===== src/rtl/tone_detector.sv =====
// Tone period detector: measures the spacing of rising edges on an asynchronous
// square wave and reports the average over 2^AVG_LOG2 periods. Reports loss of
// signal when no rising edge arrives for TIMEOUT cycles.
// Optional build macro: TONE_DETECTOR_GLITCH_FILTER_EN inserts a 3-sample
// majority filter ahead of edge detection (two extra cycles of latency,
// single-cycle pulses rejected).
module tone_detector #(
  parameter int unsigned CNT_BITS = 24,
  parameter int unsigned AVG_LOG2 = 2,
  parameter int unsigned TIMEOUT  = 1048576
) (
  input  logic                clock,
  input  logic                reset,
  input  logic                in,
  output logic [CNT_BITS-1:0] period,
  output logic                period_valid,
  output logic                locked,
  output logic                no_signal
);

  localparam int unsigned ACC_W = CNT_BITS + AVG_LOG2;
  localparam int unsigned NS_W  = AVG_LOG2 + 1;
  localparam logic [NS_W-1:0]     NS_LAST = NS_W'((1 << AVG_LOG2) - 1);
  localparam logic [CNT_BITS-1:0] CNT_MAX = '1;

  typedef enum logic {S_IDLE, S_MEASURE} state_t;

  logic r_s1, r_s2, r_prev;
  logic w_edge_src, w_rise, w_timeout;

  state_t              r_state,  w_state_nxt;
  logic [CNT_BITS-1:0] r_cnt,    w_cnt_nxt;
  logic [ACC_W-1:0]    r_acc,    w_acc_nxt;
  logic [NS_W-1:0]     r_nsamp,  w_nsamp_nxt;
  logic [CNT_BITS-1:0] r_period, w_period_nxt;
  logic                r_valid,  w_valid_nxt;
  logic                r_locked, w_locked_nxt;
  logic                r_nosig,  w_nosig_nxt;
  logic [ACC_W-1:0]    w_sum;

  // Two-flop synchronizer for the asynchronous tone input
  always_ff @(posedge clock) begin
    if (reset) begin
      r_s1 <= 1'b0;
      r_s2 <= 1'b0;
    end else begin
      r_s1 <= in;
      r_s2 <= r_s1;
    end
  end

`ifdef TONE_DETECTOR_GLITCH_FILTER_EN
  logic r_d1, r_d2, r_filt;

  // Registered 3-sample majority vote; a one-cycle pulse never wins the vote
  always_ff @(posedge clock) begin
    if (reset) begin
      r_d1   <= 1'b0;
      r_d2   <= 1'b0;
      r_filt <= 1'b0;
    end else begin
      r_d1   <= r_s2;
      r_d2   <= r_d1;
      r_filt <= (r_s2 & r_d1) | (r_s2 & r_d2) | (r_d1 & r_d2);
    end
  end

  assign w_edge_src = r_filt;
`else
  assign w_edge_src = r_s2;
`endif

  // Previous level for rising-edge detection
  always_ff @(posedge clock) begin
    if (reset) r_prev <= 1'b0;
    else       r_prev <= w_edge_src;
  end

  assign w_rise    = w_edge_src & ~r_prev;
  assign w_timeout = (64'(r_cnt) >= 64'(TIMEOUT));
  assign w_sum     = r_acc + ACC_W'(r_cnt);

  // State and datapath registers
  always_ff @(posedge clock) begin
    if (reset) begin
      r_state  <= S_IDLE;
      r_cnt    <= '0;
      r_acc    <= '0;
      r_nsamp  <= '0;
      r_period <= '0;
      r_valid  <= 1'b0;
      r_locked <= 1'b0;
      r_nosig  <= 1'b1;
    end else begin
      r_state  <= w_state_nxt;
      r_cnt    <= w_cnt_nxt;
      r_acc    <= w_acc_nxt;
      r_nsamp  <= w_nsamp_nxt;
      r_period <= w_period_nxt;
      r_valid  <= w_valid_nxt;
      r_locked <= w_locked_nxt;
      r_nosig  <= w_nosig_nxt;
    end
  end

  // Next state: count cycles between rises, average every 2^AVG_LOG2 periods,
  // fall back to IDLE on timeout (a rise in the same cycle takes priority)
  always_comb begin
    w_state_nxt  = r_state;
    w_cnt_nxt    = r_cnt;
    w_acc_nxt    = r_acc;
    w_nsamp_nxt  = r_nsamp;
    w_period_nxt = r_period;
    w_valid_nxt  = 1'b0;
    w_locked_nxt = r_locked;
    w_nosig_nxt  = r_nosig;

    case (r_state)
      S_IDLE: begin
        w_cnt_nxt = '0;
        if (w_rise) begin
          w_state_nxt = S_MEASURE;
          w_cnt_nxt   = CNT_BITS'(1);
          w_acc_nxt   = '0;
          w_nsamp_nxt = '0;
          w_nosig_nxt = 1'b0;
        end
      end
      S_MEASURE: begin
        if (w_rise) begin
          w_cnt_nxt = CNT_BITS'(1);
          if (r_nsamp == NS_LAST) begin
            w_period_nxt = CNT_BITS'(w_sum >> AVG_LOG2);
            w_valid_nxt  = 1'b1;
            w_locked_nxt = 1'b1;
            w_acc_nxt    = '0;
            w_nsamp_nxt  = '0;
          end else begin
            w_acc_nxt   = w_sum;
            w_nsamp_nxt = r_nsamp + NS_W'(1);
          end
        end else if (w_timeout) begin
          w_state_nxt  = S_IDLE;
          w_cnt_nxt    = '0;
          w_acc_nxt    = '0;
          w_nsamp_nxt  = '0;
          w_period_nxt = '0;
          w_locked_nxt = 1'b0;
          w_nosig_nxt  = 1'b1;
        end else if (r_cnt != CNT_MAX) begin
          w_cnt_nxt = r_cnt + CNT_BITS'(1);
        end
      end
      default: w_state_nxt = S_IDLE;
    endcase
  end

  assign period       = r_period;
  assign period_valid = r_valid;
  assign locked       = r_locked;
  assign no_signal    = r_nosig;

endmodule


===== config.mk =====
export PLATFORM = sky130hd
export DESIGN_NAME = tone_detector
export DESIGN_NICKNAME = d
export VERILOG_FILES = /design/src/rtl/tone_detector.sv
export SDC_FILE = /design/constraint.sdc
export NUM_CORES = 1
export LEC_CHECK = 0
export BUFFER_PORTS_ARGS = -buffer_cell sky130_fd_sc_hd__buf_4
export CORE_MARGIN = 4
export CORE_UTILIZATION = 65
export CTS_CLUSTER_DIAMETER = 30
export DETAILED_ROUTE_END_ITERATION = 10
export PLACE_DENSITY = 0.95
export SKIP_LAST_GASP = 1
export SLEW_MARGIN = 20
export SYNTH_ARGS = -nofsm -noshare
export SYNTH_HDL_FRONTEND = slang
export SYNTH_SLANG_ARGS = --single-unit

===== constraint.sdc =====
create_clock -name clock -period 5.9 [get_ports clock]
set_input_delay 0.885 -clock clock [delete_from_list [all_inputs] [get_ports clock]]
set_output_delay 0.885 -clock clock [all_outputs]
set_load 0.01 [all_outputs]

Yosys cells after proc, flatten, opt, wreduce, memory -nomap -nowiden
Cells that the tools add are included.
W data, S select, Z words.
Operators by class
  bitwise gates (word level): 4
  equal/unequal tests: 8
  magnitude comparators: 1
  reductions and logical operators: 5
  muxes and demuxes: 30
  $add $sub $neg: 3
Operator list (number)
  $mux W24: 6
  $mux W26: 4
  $pmux W26 S2: 1
  $pmux W24 S2: 1
  $add A26 B24 Y26: 1
  $add A24 B1 Y24 const B: 1
  $ge A24 B21 Y1 const B: 1
  $ne A24 B24 Y1 const B: 1
  $mux W3: 4
  $mux W1: 11
  $ne A2 B2 Y1 const B: 3
  $pmux W3 S2: 1
  $reduce_and A3 Y1: 2
  $ne A4 B3 Y1 const B: 1
  $pmux W1 S2: 2
  $add A3 B1 Y3 const B: 1
  $eq A3 B2 Y1 const B: 1
  $ne A3 B3 Y1 const B: 1
  $not A1 Y1: 3
  $reduce_or A3 Y1: 1
  $ne A2 B1 Y1 const B: 1
  $reduce_and A2 Y1: 1
  $reduce_bool A2 Y1: 1
  $and A1 B1 Y1: 1
Word-level totals
  flip-flop bits (word level): 84
  output and inout port bits: 27
  logic and storage cells: 62

Longest topological paths before layout
  depth in word-level cells: 5
  mapped depth: 10
  depth with buffers taken out: 10

Worst setup path after synthesis
Ideal clock, no wire load.
  path type: register -> register
  start: register r_cnt[0]
  end: register r_acc[24]
  period minus slack after synthesis: 2.439 ns
  library setup time: 0.069 ns
  setup slack: 3.461 ns
  stages on the path, launching flop included: 11
  data arrival time: 2.370 ns
  buffers on the path: 0
  required time: 5.831 ns
  path through: dfxtp_1 -> ha_1 -> inv_1 -> fa_1 -> and2b_1 -> o2111ai_1 -> a211o_1 -> a21oi_2 -> a211oi_2 -> or3_1 -> o21ai_1
Between the ends
  word-level cells in the longest chain between the ends: 4
RTL lines
  start, declared: RTL line 32  | logic [CNT_BITS-1:0] r_cnt, w_cnt_nxt;
  start signal, assigned: RTL line 96  | r_cnt <= w_cnt_nxt;
  $add A26 B24 Y26: RTL line 81  | assign w_sum = r_acc + ACC_W'(r_cnt);
  $mux W26: RTL line 132  | if (r_nsamp == NS_LAST) begin
  $mux W26: RTL line 130  | if (w_rise) begin
  $pmux W26 S2: RTL line 118  | case (r_state)
  end signal, assigned: RTL line 97  | r_acc <= w_acc_nxt;
  end, declared: RTL line 33  | logic [ACC_W-1:0] r_acc, w_acc_nxt;
Several ways; a longest one is shown, not always the timed one.
A chain may end at the register's enable or synchronous reset.

Worst setup path after layout
Same ends and word-level chain as after synthesis.

==> impl_metrics.json <==
{
  "status": "finished clean",
  "grt_antenna_before_repair": 0,
  "endpoint_kind": "flip-flop",
  "first_global_vias": 3729,
  "grt_max_degree": 28,
  "ios": 30,
  "synth-edff-count": 0,
  "num-fill-cells": 500,
  "p_leak_uw": 0.00197,
  "crit_fanout": 7,
  "die_h_um": 89.9,
  "clk_pin_slew_worst_paths_ns": 0.08,
  "dp_slack_ns": 3.11,
  "num_vias": 3759,
  "cts_buffer_depth": 2,
  "hpwl_um": 7350,
  "syn2layout_area_growth_pct": 9.16,
  "firstDrtPassIters": 5,
  "grt_setup_unrepaired": "false",
  "cts-root-buf": "clkbuf_8",
  "hold_buffers": 0,
  "grt_first_pass_wirelength_um": 17600,
  "clock_sink_count": 84,
  "cts_tree": "done",
  "cts_setup_buffers": 0,
  "start_util_pct": 67.9,
  "wl_um": 10400,
  "fmax_ghz": 0.361,
  "cap_violations": 0,
  "slew-limit-headroom_pct": 38.9,
  "p_total_uw": 1010,
  "synth_area_leaders": "dfxtp_1 39%, ha_1 7.7%, a22o_1 5.8%",
  "drive_gt1_share_pct": 10.8,
  "synth-seq-area-share_pct": 38.6,
  "cp_data_required_time_ns": 6.19,
  "yosysMostFrequentCell": "dfxtp_1",
  "rows": 29,
  "fin_crit_sh_pct": 47.0,
  "skew_ns": 0.00779,
  "overflow": 0,
  "min_period_ns": 2.77,
  "cts_resized": 0,
  "drc_errors": 0,
  "min_path_type": "reg -> reg",
  "core_um2": 6420,
  "post_synth_instance_area_um2": 4360,
  "crit_arrival_ns": 3.06,
  "grtUsageTotal_pct": 26.3,
  "synth_cells": 499,
  "wl_per_cell_um": 17.4,
  "gp_congestion": 0.931,
  "hold_viol": 0,
  "layout_setup_ws_ns": 3.13,
  "final_util_pct": 74.1,
  "finalSetupViolCount": 0,
  "n_antenna_cell": 0,
  "synth-seq-cells": 84,
  "insertion_delay_ns": 0.36,
  "ir_worst_vdd_mv": 0.195,
  "dieArea_um2": 8080,
  "synth.top_cell.area_share_pct": 38.6,
  "syn_area_per_cell_um2": 8.74,
  "worst_pin_slew_ns": 0.912,
  "finalSetupTns_ns": 0,
  "dieWidth_um": 89.9,
  "ys_types": 56,
  "finalMaxSlewViolations": 0,
  "critPathLaunchType": "flip-flop",
  "power_density_nw_per_um2": 212,
  "htree_levels": 3,
  "cts_buffers": 9,
  "criticalPathCategory": "reg -> reg",
  "yosysTopAreaCell": "dfxtp_1",
  "drtIter0Drc": 219,
  "num-nets-final": 545,
  "ys.flop_type": "dfxtp_1",
  "vias_per_cell": 6.31,
  "netlist_top_cells_count": "84 x dfxtp_1, 56 x nor2_1, 44 x nand2_1",
  "ys_warn_count": 0,
  "ant_nets": 0,
  "synthArstFlopShare_pct": 0,
  "io_buffers": 29
}
[per-layer routing]
layer	vias to the layer above	wire length [um]	global-route usage (%)
met5	-	0	0
met4	0	293	12.2
met3	29	524	3.92
met2	123	5050	44.5
met1	1774	4520	33.1
li1	1833	-	-
[cell families (layout without fill, tap and decap cells)]
kind of cell	after synthesis	in the layout	share of synthesized area, %
simple gates	173	173	19.2
flops	84	84	38.6
xor+xnor	38	38	7.63
buf+inv	38	56	3.82
other cells	1	3	0.0860
compound gates	137	137	22.5
fa+ha+maj	28	28	8.21
[layout make-up]
class | instances | area (um2) | area share (%)
Tap cell | 77 | 96.3 | 2.02
Clock buffer | 10 | 128 | 2.68
Multi-Input combinational cell | 379 | 2530 | 53.1
Clock inverter | 6 | 65.1 | 1.37
Inverter | 11 | 41.3 | 0.868
Timing Repair Buffer | 29 | 218 | 4.58
Sequential cell | 84 | 1680 | 35.3
[critical path, stage by stage, from the launching register on]
cell and delay (ns):
dfxtp_1 0.44, ha_1 0.21, inv_1 0.05, fa_1 0.40, and2b_1 0.24, o2111ai_1 0.16
a211o_1 0.37, a21oi_2 0.25, a211oi_2 0.13, or3_1 0.36, o21ai_1 0.08
[cell usage in the layout (no fill, tap or decap), drive strengths merged, types with 3 or more instances in the layout]
| cell type | n |
|---|---|
| and3 | 13 |
| buf | 29 |
| nand2b | 4 |
| nand4 | 8 |
| xor2 | 22 |
| xnor2 | 16 |
| clkinv | 4 |
| a211oi | 4 |
| a221oi | 4 |
| o2111ai | 3 |
| nor3 | 4 |
| inv | 11 |
| or3 | 5 |
| a21oi | 36 |
| clkbuf | 10 |
| conb | 3 |
| and2b | 3 |
| a31oi | 7 |
| a22oi | 10 |
| ha | 27 |
| o21ai | 25 |
| or4 | 5 |
| a21o | 4 |
| nor2 | 56 |
| nand3 | 18 |
| nand2 | 44 |
| a22o | 29 |
| nor2b | 5 |
| dfxtp | 84 |
[flip-flops by register name, summed over array words and instances, names as in the netlist]
name / flops
locked: 1
no_signal: 1
period: 24
period_valid: 1
r_acc: 26
r_cnt: 24
r_nsamp: 3
r_prev: 1
r_s1: 1
r_s2: 1
r_state: 1
[final timing paths]
kind                               start        end  slack (ns)  cells past startpoint
worst max-delay path            r_cnt[0]  r_acc[24]        3.13                     10
worst min-delay path              locked     locked        0.45                      2
worst max register to register  r_cnt[0]  r_acc[24]        3.13                     10
worst min register to register    locked     locked        0.45                      2
[power breakdown]
part	leakage, uW	switching, uW	internal [uW]
Clock	0.0000962	212	196
Sequential	0.000678	2.35	569
Combinational	0.00120	20.3	7.19
Total	0.00197	235	772
[per-stage QoR]
stage	area [um2]	hold slack, ns	instances
floorplan	4370	0.414	501
global placement	4560	0.425	580
detailed placement	4560	0.437	580
CTS	4760	0.450	596
global route	4760	0.480	596
finish	4760	0.449	596
(Power assumes the default switching activity.)
